File: config.mk
export PLATFORM = sky130hd
export DESIGN_NAME = reg_bus_master
export DESIGN_NICKNAME = d
export VERILOG_FILES = /design/src/rtl/reg_bus_pkg.sv /design/src/rtl/reg_bus_cmd_fifo.sv /design/src/rtl/reg_bus_master.sv
export SDC_FILE = /design/constraint.sdc
export NUM_CORES = 1
export LEC_CHECK = 0
export CORE_ASPECT_RATIO = 0.75
export CORE_MARGIN = 2
export CORE_UTILIZATION = 54
export CTS_CLUSTER_SIZE = 10
export DETAILED_ROUTE_END_ITERATION = 8
export PLACE_DENSITY_LB_ADDON = 0.1
export SLEW_MARGIN = 20
export SYNTH_ARGS = -nofsm -noshare
export SYNTH_HDL_FRONTEND = slang
export SYNTH_SLANG_ARGS = --single-unit
File: constraint.sdc
create_clock -name CLK -period 2.8 [get_ports CLK]
set_clock_uncertainty 0.15 [all_clocks]
set_input_delay 0.42 -clock CLK [delete_from_list [all_inputs] [get_ports CLK]]
set_output_delay 0.42 -clock CLK [all_outputs]
set_load 0.005 [all_outputs]
File: src/rtl/reg_bus_pkg.sv
// Shared types for the register bus master: FSM states,
// default widths and the queued command layout.
package reg_bus_pkg;

    localparam int DEF_ADDR_W = 3;
    localparam int DEF_DATA_W = 2;

`ifdef REG_BUS_MASTER_RBV_EN
    typedef enum logic [1:0] {
        S_IDLE,
        S_ISSUE,
        S_WAIT,
        S_VERIFY
    } state_t;
`else
    typedef enum logic [1:0] {
        S_IDLE,
        S_ISSUE,
        S_WAIT
    } state_t;
`endif

    typedef struct packed {
        logic                  we;
        logic [DEF_ADDR_W-1:0] addr;
        logic [DEF_DATA_W-1:0] wdata;
    } cmd_t;

endpackage

File: src/rtl/reg_bus_cmd_fifo.sv
// Command queue for reg_bus_master: DEPTH-entry FIFO (power of 2).
// Ports: CLK, RST (sync, active-high), i_push/i_data, i_pop/o_data,
// o_full, o_empty. Push is ignored when full, pop when empty.
module reg_bus_cmd_fifo
    import reg_bus_pkg::*;
#(
    parameter int W     = $bits(cmd_t),
    parameter int DEPTH = 4
) (
    input  logic         CLK,
    input  logic         RST,
    input  logic         i_push,
    input  logic [W-1:0] i_data,
    input  logic         i_pop,
    output logic [W-1:0] o_data,
    output logic         o_full,
    output logic         o_empty
);

    localparam int AW = $clog2(DEPTH);

    logic [W-1:0]  r_mem [DEPTH];
    logic [AW-1:0] r_wp;
    logic [AW-1:0] r_rp;
    logic [AW:0]   r_cnt;
    logic          w_push;
    logic          w_pop;

    assign o_full  = (r_cnt == (AW+1)'(DEPTH));
    assign o_empty = (r_cnt == '0);
    assign w_push  = i_push && !o_full;
    assign w_pop   = i_pop && !o_empty;
    assign o_data  = r_mem[r_rp];

    // Pointers wrap naturally because DEPTH is a power of 2.
    always_ff @(posedge CLK) begin
        if (RST) begin
            r_wp  <= '0;
            r_rp  <= '0;
            r_cnt <= '0;
        end else begin
            if (w_push) begin
                r_mem[r_wp] <= i_data;
                r_wp        <= r_wp + 1'b1;
            end
            if (w_pop) begin
                r_rp <= r_rp + 1'b1;
            end
            case ({w_push, w_pop})
                2'b10:   r_cnt <= r_cnt + 1'b1;
                2'b01:   r_cnt <= r_cnt - 1'b1;
                default: r_cnt <= r_cnt;
            endcase
        end
    end

endmodule

File: src/rtl/reg_bus_master.sv
// Queued register bus master: commands are buffered, issued one at a
// time as single-cycle WRITE/READ strobes, reads return a one-cycle
// response RD_LAT+1 cycles after READ.
// Ports: CLK, RST (sync, active-high); CMD_* command in; RSP_* response
// out; WRITE/READ/ADDR/WRITE_DATA/READ_DATA register bus; BUSY.
// Optional macro REG_BUS_MASTER_RBV_EN: read-back verify after writes.
module reg_bus_master
    import reg_bus_pkg::*;
#(
    parameter int ADDR_W     = DEF_ADDR_W,
    parameter int DATA_W     = DEF_DATA_W,
    parameter int RD_LAT     = 1,
    parameter int FIFO_DEPTH = 4
) (
    input  logic              CLK,
    input  logic              RST,
    input  logic              CMD_VALID,
    output logic              CMD_READY,
    input  logic              CMD_WE,
    input  logic [ADDR_W-1:0] CMD_ADDR,
    input  logic [DATA_W-1:0] CMD_WDATA,
    output logic              RSP_VALID,
    output logic [DATA_W-1:0] RSP_RDATA,
    output logic              RSP_ERR,
    output logic              WRITE,
    output logic              READ,
    output logic [ADDR_W-1:0] ADDR,
    output logic [DATA_W-1:0] WRITE_DATA,
    input  logic [DATA_W-1:0] READ_DATA,
    output logic              BUSY
);

    typedef struct packed {
        logic              we;
        logic [ADDR_W-1:0] addr;
        logic [DATA_W-1:0] wdata;
    } cmd_w_t;

    localparam int CMD_W = $bits(cmd_w_t);
    localparam logic [2:0] CNT_LAST = 3'(RD_LAT - 1);

    cmd_w_t            w_head;
    logic              w_empty;
    logic              w_full;
    logic              w_pop;
    state_t            r_state;
    logic [2:0]        r_cnt;
    logic              r_we;
    logic              r_write;
    logic              r_read;
    logic [ADDR_W-1:0] r_addr;
    logic [DATA_W-1:0] r_wdata;
    logic [DATA_W-1:0] r_rdata;
    logic              r_rsp_valid;
`ifdef REG_BUS_MASTER_RBV_EN
    logic              r_chk;
    logic              r_rsp_err;
`endif

    reg_bus_cmd_fifo #(
        .W     (CMD_W),
        .DEPTH (FIFO_DEPTH)
    ) u_fifo (
        .CLK     (CLK),
        .RST     (RST),
        .i_push  (CMD_VALID),
        .i_data  ({CMD_WE, CMD_ADDR, CMD_WDATA}),
        .i_pop   (w_pop),
        .o_data  (w_head),
        .o_full  (w_full),
        .o_empty (w_empty)
    );

    assign w_pop      = (r_state == S_IDLE) && !w_empty;
    assign CMD_READY  = !w_full && !RST;
    assign BUSY       = !w_empty || (r_state != S_IDLE);
    assign WRITE      = r_write;
    assign READ       = r_read;
    assign ADDR       = r_addr;
    assign WRITE_DATA = r_wdata;
    assign RSP_VALID  = r_rsp_valid;
    assign RSP_RDATA  = r_rdata;
`ifdef REG_BUS_MASTER_RBV_EN
    assign RSP_ERR    = r_rsp_err;
`else
    assign RSP_ERR    = 1'b0;
`endif

    // Strobes and RSP_VALID default low every cycle so each is a
    // single-cycle pulse; ADDR/WRITE_DATA/RSP_RDATA hold.
    always_ff @(posedge CLK) begin
        if (RST) begin
            r_state     <= S_IDLE;
            r_cnt       <= '0;
            r_we        <= 1'b0;
            r_write     <= 1'b0;
            r_read      <= 1'b0;
            r_addr      <= '0;
            r_wdata     <= '0;
            r_rdata     <= '0;
            r_rsp_valid <= 1'b0;
`ifdef REG_BUS_MASTER_RBV_EN
            r_chk       <= 1'b0;
            r_rsp_err   <= 1'b0;
`endif
        end else begin
            r_write     <= 1'b0;
            r_read      <= 1'b0;
            r_rsp_valid <= 1'b0;
            unique case (r_state)
                S_IDLE: begin
                    if (!w_empty) begin
                        r_we    <= w_head.we;
                        r_write <= w_head.we;
                        r_read  <= !w_head.we;
                        r_addr  <= w_head.addr;
                        if (w_head.we) begin
                            r_wdata <= w_head.wdata;
                        end
`ifdef REG_BUS_MASTER_RBV_EN
                        r_chk   <= 1'b0;
`endif
                        r_state <= S_ISSUE;
                    end
                end
                S_ISSUE: begin
                    r_cnt <= '0;
                    if (!r_we) begin
                        r_state <= S_WAIT;
                    end else begin
`ifdef REG_BUS_MASTER_RBV_EN
                        r_state <= S_VERIFY;
`else
                        r_state <= S_IDLE;
`endif
                    end
                end
                S_WAIT: begin
                    if (r_cnt == CNT_LAST) begin
                        r_rdata     <= READ_DATA;
                        r_rsp_valid <= 1'b1;
`ifdef REG_BUS_MASTER_RBV_EN
                        r_rsp_err   <= r_chk && (READ_DATA != r_wdata);
`endif
                        r_state     <= S_IDLE;
                    end else begin
                        r_cnt <= r_cnt + 1'b1;
                    end
                end
`ifdef REG_BUS_MASTER_RBV_EN
                // Gap cycle after the write, then re-issue as a read
                // of the same address; r_wdata still holds the
                // value to compare against.
                S_VERIFY: begin
                    r_read  <= 1'b1;
                    r_we    <= 1'b0;
                    r_chk   <= 1'b1;
                    r_state <= S_ISSUE;
                end
`endif
                default: r_state <= S_IDLE;
            endcase
        end
    end

endmodule

* After elaboration in Yosys (flattened, before gate mapping)
Memory sizes are Yosys's and may differ from the RTL's. A register that Yosys moved wholly into a read port is not among the register bits.
Cells that the tools add are included.
** Operators by class
- Add/subtract/negate cells :: 5
- Equality and inequality tests :: 8
- Mux-type cells :: 13
- Bitwise operators :: 3
- Reduce and logical (&&, ||, !) cells :: 22
** Operators by type and width (number)
- 3-bit one-hot mux with 2 select lines :: 2
- 2-bit two-way mux :: 5
- 2-bit AND reduction :: 4
- 3-bit by 1-bit adder with 3-bit output, second input constant :: 2
- 3-bit logical NOT :: 2
- 2-bit != test, second input constant :: 3
- 2-bit one-hot mux with 3 select lines :: 1
- 2-bit nonzero test :: 3
- 2-bit by 1-bit adder with 2-bit output, second input constant :: 2
- 2-bit by 1-bit equality test with 1-bit output, second input constant :: 2
- 2-bit equality test, second input constant :: 2
- 1-bit logical AND :: 4
- 1-bit logical NOT :: 4
- 1-bit two-way mux :: 4
- 3-bit equality test, second input constant :: 1
- 3-bit two-way mux :: 1
- 1-bit NOT :: 3
- 3-bit AND reduction :: 1
- 3-bit OR reduction :: 1
- 3-bit by 1-bit subtractor with 3-bit output, second input constant :: 1
- 2-bit logical NOT :: 1
- 2-bit OR reduction :: 1
- 1-bit logical OR :: 1
** Storage, ports and cells
- Register bits after elaboration :: 23
- RAM bits :: 24
- Input port bits :: 11
- Output and inout port bits :: 13
- Logic and storage cells :: 64
- Memories :: 1
** Memories
- u_fifo.r_mem :: depth 4, bits a word 6, rd ports 1, clocked after Yosys merged registers in 1, write ports 1, RTL line reg_bus_cmd_fifo.sv:22 : logic [W-1:0] r_mem [DEPTH];

* Longest topological paths before layout
- Depth in word-level cells :: 6
- Depth in mapped cells :: 10
- Depth with buffers taken out :: 9

* Hierarchy
From an unflattened synthesis, not the netlist that was laid out.
** Unflattened totals
- Cell total of the unflattened synthesis :: 163
- Area total of the unflattened synthesis :: 2100.8 sq um
** By module, submodules not included
- reg_bus_cmd_fifo :: times used 1, cells each 85, area an instance 1352.5 sq um, sequential area each 900.9 sq um
- reg_bus_master :: times used 1, cells each 78, area an instance 748.2 sq um, sequential area each 320.3 sq um

* Least setup slack after synthesis
No wires, ideal clock.
- Kind :: reg-to-reg
- Start :: register r_state[0]
- End :: register u_fifo.r_cnt[2]
- Library setup time :: 0.071 ns
- Arrival time :: 2.062 ns
- Required time :: 2.579 ns
- Setup slack :: 0.517 ns
- Stages on the path, launching flop included :: 11
- Buffers on the path :: 1
- Clock period less this slack :: 2.283 ns
- Cell sequence :: dfxtp_1 > clkbuf_1 > nor2_1 > nand2_2 > inv_1 > ha_1 > inv_1 > fa_1 > xor2_1 > or3_1 > a21oi_1
** Between the ends
- Longest elaborated chain between the ends :: 5
- Elaborated cells between the ends (all ways) :: 7
- Those cells by class :: eq/ne (2); mux (1); reduce/logical (4)
** Ends and longest elaborated chain
- start, declared :: RTL line reg_bus_master.sv:46 : state_t r_state;
- start signal, assigned :: RTL line reg_bus_master.sv:93 : r_state <= S_IDLE;
- start signal, assigned :: RTL line reg_bus_master.sv:123 : r_state <= S_ISSUE;
- start signal, assigned :: RTL line reg_bus_master.sv:129 : r_state <= S_WAIT;
- 2-bit logical NOT (*) :: RTL line reg_bus_master.sv:74 : assign w_pop = (r_state == S_IDLE) && !w_empty;
- 1-bit logical AND (*) :: RTL line reg_bus_master.sv:74
- via u_fifo.i_pop :: RTL line reg_bus_cmd_fifo.sv:14 : input logic i_pop,
- 1-bit logical AND (*) :: RTL line reg_bus_cmd_fifo.sv:32 : assign w_pop = i_pop && !o_empty;
- 2-bit by 1-bit equality test with 1-bit output / 2-bit equality test (equally long branches) :: RTL line reg_bus_cmd_fifo.sv:49 : case ({w_push, w_pop})
- 3-bit one-hot mux with 2 select lines / 2-bit nonzero test (equally long branches)
- end signal, assigned :: RTL line reg_bus_cmd_fifo.sv:50 : 2'b10: r_cnt <= r_cnt + 1'b1;
- end signal, assigned :: RTL line reg_bus_cmd_fifo.sv:51 : 2'b01: r_cnt <= r_cnt - 1'b1;
- end signal, assigned :: RTL line reg_bus_cmd_fifo.sv:52 : default: r_cnt <= r_cnt;
- end, declared :: RTL line reg_bus_cmd_fifo.sv:25 : logic [AW:0] r_cnt;
The timed path passes the listed nets; every way through them passes the cells marked *.
A chain may end at the register's enable or synchronous reset.

* Final worst setup path
- Start :: register u_fifo.r_cnt[2]
- End :: register u_fifo.r_cnt[2]
** Between the ends
- Longest elaborated chain between the ends :: 6
- Elaborated cells between the ends (all ways) :: 13
- Those cells by class :: add/sub (2); eq/ne (3); mux (1); reduce/logical (7)
** Ends and longest elaborated chain
- 3-bit logical NOT :: RTL line reg_bus_cmd_fifo.sv:30 : assign o_empty = (r_cnt == '0);
- 1-bit logical NOT :: RTL line reg_bus_cmd_fifo.sv:32, reg_bus_master.sv:74
- 1-bit logical AND :: RTL line reg_bus_master.sv:74
- 1-bit logical AND :: RTL line reg_bus_cmd_fifo.sv:32
- 2-bit by 1-bit equality test with 1-bit output / 2-bit equality test (equally long branches) :: RTL line reg_bus_cmd_fifo.sv:49
- 3-bit one-hot mux with 2 select lines / 2-bit nonzero test (equally long branches)
Parallel ways exist; a longest one is shown, timed or not.

==> flow_metrics.env <==
export IMPL_status="complete, no violations"
export IMPL_ys_warn_count=0
export IMPL_yosys_area_top_type_share=0.360
export IMPL_io_buffers=22
export IMPL_cts_sinks=49
export IMPL_min_to="r_we"
export IMPL_wl_per_cell_um=15.2
export IMPL_grt_pass1_wl_um=5890
export IMPL_ys_ff_latch=49
export IMPL_wl_um=3490
export IMPL_die_area_um2=4220
export IMPL_postCtsHoldBufs=0
export IMPL_critPathArrivalTime_ns=2.57
export IMPL_p_clk_frac=0.202
export IMPL_worst_hold_slack_ns=0.321
export IMPL_nets=196
export IMPL_antenna_found_initial=0
export IMPL_p_sw_uw=646
export IMPL_regToRegSetupSlack_ns=0.31
export IMPL_cts_max_level=2
export IMPL_start_util=0.554
export IMPL_cts_tree="built"
export IMPL_clockRootBuffer="clkbuf_8"
export IMPL_fin_setup_tns_ns=0
export IMPL_grt_ovfl_total=0
export IMPL_crit_fanout=5
export IMPL_hold_viol=0
export IMPL_whs_path_depth=2
export IMPL_slowest_stage="o31ai_1"
export IMPL_min_period_ns=2.49
export IMPL_globalplace_congestion=0.786
export IMPL_combPwrFrac=0.320
export IMPL_end_kind="flip-flop"
export IMPL_synthFlopType="dfxtp_1"
export IMPL_setup_slack_ns=0.310
export IMPL_ctsResizeCount=0
export IMPL_criticalPathCategory="reg2reg"
export IMPL_synth_top_area_cell="edfxtp_1"
export IMPL_pre_cts_ws_ns=0.172
export IMPL_slew_headroom=0.642
export IMPL_synth_fp_nets=171
export IMPL_drt_first_pass_iters=4
export IMPL_core_rowCount=19
export IMPL_cp_start_kind="flip-flop"
export IMPL_reg2reg_depth=8
export IMPL_dp_hpwl_um=2440
export IMPL_seq_area_frac_synth=0.610
export IMPL_hold_class="reg2reg"
export IMPL_finalPower_mw=2.03
export IMPL_ir_drop_uv=587
export IMPL_swShare=0.318
export IMPL_vias_per_cell=5.27
export IMPL_slew_violations=0
export IMPL_grt_max_degree=24
export IMPL_ant_nets=0
export IMPL_cts_clk_slew_worst_paths_ns=0.09
export IMPL_syn_instance_count=152
export IMPL_finalCritPeriodShare=0.889
export IMPL_numCtsBuffers=5
export IMPL_synth_cell_area_um2=2000
export IMPL_total_leakage_power_nw=0.871
export IMPL_clock_latency_ns=0.30
export IMPL_syn_avg_cell_area_um2=13.2
export IMPL_drt_iter0_markers=62
export IMPL_num_io_pins=24
export IMPL_diodes=0
export IMPL_power_internal_mw=1.39
export IMPL_yosysUniqueCellTypes=35
export IMPL_max_freq_mhz=402
export IMPL_setup_violations=0
export IMPL_max_stage_delay_ns=0.46
export IMPL_cts_buffer_depth=2
export IMPL_drc=0
export IMPL_die_width_um=74.3
export IMPL_first_global_vias=1237
export IMPL_grt_usage=0.195
export IMPL_synth_area_leaders="edfxtp_1, dfxtp_1, mux4_1, ha_1, nor2_1"
export IMPL_worstPathRequired_ns=2.88
export IMPL_crit_path_frequent_cell="inv_1"
export IMPL_drive_gt1_frac=0.0843
export IMPL_power_density_nw_per_um2=861
export IMPL_synth_edf_count=24
export IMPL_timing_rr_end="u_fifo.r_cnt[2]"
export IMPL_core_um2=3610
export IMPL_worstPathCellList="inv_1 > o31ai_1 > ha_1 > inv_1 > fa_1 > xor2_1 > or3_1 > a21oi_1"
export IMPL_post_cts_buffers=0
export IMPL_num_vias=1211
export IMPL_cap_violations=0
export IMPL_async_reset_ff_frac=0
export IMPL_power_frac_seq=0.478
export IMPL_die_y_um=56.7
export IMPL_synthToLayoutAreaGrowth_pct=17.9
export IMPL_final_util=0.653
export IMPL_rr_startpoint="u_fifo.r_cnt[2]"
export IMPL_hp_start="r_we"
export IMPL_rsz0062_at_grt="false"
export IMPL_worst_pin_slew_ns=0.533
-- cells by family (layout without fill, tap and decap cells) --
family	count (synthesis)	in the layout	share of synthesized area
AO/OA/AOI/OAI	15	15	0.0438
XOR/XNOR	5	5	0.0219
adder cells (fa/ha/maj)	8	8	0.0537
buffers and inverters	15	41	0.0337
flip-flops	49	49	0.610
multiplexers	14	14	0.117
other	1	1	0.00187
AND/OR/NAND/NOR	45	45	0.118
-- stage by stage --
step           cells  area, µm²
6_report         230       2360
5_1_grt          230       2360
4_1_cts          230       2360
3_5_place_dp     222       2270
3_3_place_gp     222       2270
2_1_floorplan    152       2000
-- synthesized netlist by cell type, drive strengths merged, types with 3 or more instances --
cell type / number
dfxtp: 25
edfxtp: 24
nor2: 22
inv: 9
a21oi: 8
mux2i: 8
ha: 7
mux4: 6
and3: 4
clkbuf: 4
xor2: 4
nand2: 3
nand2b: 3
nand3: 3
-- metal layers --
layer	vias to the layer above	global-route usage	share of wire	routed length, µm
met1	588	0.273	0.47	1650
met2	29	0.291	0.47	1630
met4	0	0.0740	0.014	49
met5	-	0	0	0
li1	587	-	-	-
met3	7	0.0521	0.044	153
-- worst max-delay path: cells and delay by family (launching register included) --
kind | cells | cell delay [ns]
DFF | 1 | 0.39
adders and majority gates | 2 | 0.65
buffers and inverters | 2 | 0.14
and+or+nand+nor | 1 | 0.32
xor gates and xnor gates | 1 | 0.16
AOI/OAI and AO/OA | 2 | 0.62
-- flip-flops by register name, indices dropped and copies added (netlist names), 3 cells and up, named ones only --
signal	flops
u_fifo.r_mem	24
ADDR	3
r_cnt	3
u_fifo.r_cnt	3
-- power by group through the flow --
stage / registers, mW / clock network, mW / logic, mW
3_3_place_gp: 0.980 / 0 / 0.625
4_1_cts: 0.972 / 0.419 / 0.656
6_report: 0.972 / 0.410 / 0.650
2_1_floorplan: 0.941 / 0 / 0.451
5_1_grt: 0.987 / 0.445 / 0.736
3_5_place_dp: 0.988 / 0 / 0.652
-- cell usage in the layout, fill, tap and decap left out, types with 2 or more instances in the layout --
cell | netlist | routed
dfxtp_1 | 25 | 25
edfxtp_1 | 24 | 24
nor2_1 | 22 | 22
clkdlybuf4s50_1 | 0 | 22
inv_1 | 9 | 9
a21oi_1 | 8 | 8
mux2i_1 | 8 | 8
ha_1 | 7 | 7
mux4_1 | 5 | 5
clkbuf_8 | 0 | 5
and3_1 | 4 | 4
xor2_1 | 4 | 4
nand2b_1 | 3 | 3
clkinvlp_4 | 0 | 3
or3_1 | 2 | 2
nand3_1 | 2 | 2
nor2b_1 | 2 | 2
nand2_1 | 2 | 2
o211ai_1 | 2 | 2
nor3b_1 | 2 | 2
buf_4 | 1 | 2
-- worst max-delay path by stage --
stage,from,end,slack (ns),cells past startpoint
3_3_place_gp,CMD_VALID,u_fifo.r_cnt[2],0.29,8
2_1_floorplan,r_state[0],u_fifo.r_cnt[2],0.52,10
5_1_grt,u_fifo.r_cnt[2],u_fifo.r_cnt[2],0.18,8
4_1_cts,u_fifo.r_cnt[2],u_fifo.r_cnt[2],0.33,8
3_5_place_dp,CMD_VALID,u_fifo.r_cnt[2],0.17,8
6_report,u_fifo.r_cnt[2],u_fifo.r_cnt[2],0.31,8
-- layout make-up --
class | instances | area (µm²)
Timing Repair Buffer | 24 | 235
Clock buffer | 5 | 68.8
Clock inverter | 3 | 22.5
Fill cell | 274 | 1250
Inverter | 9 | 33.8
Multi-Input combinational cell | 88 | 713
Tap cell | 52 | 65.1
Sequential cell | 49 | 1220
(Power assumes the default switching activity.)
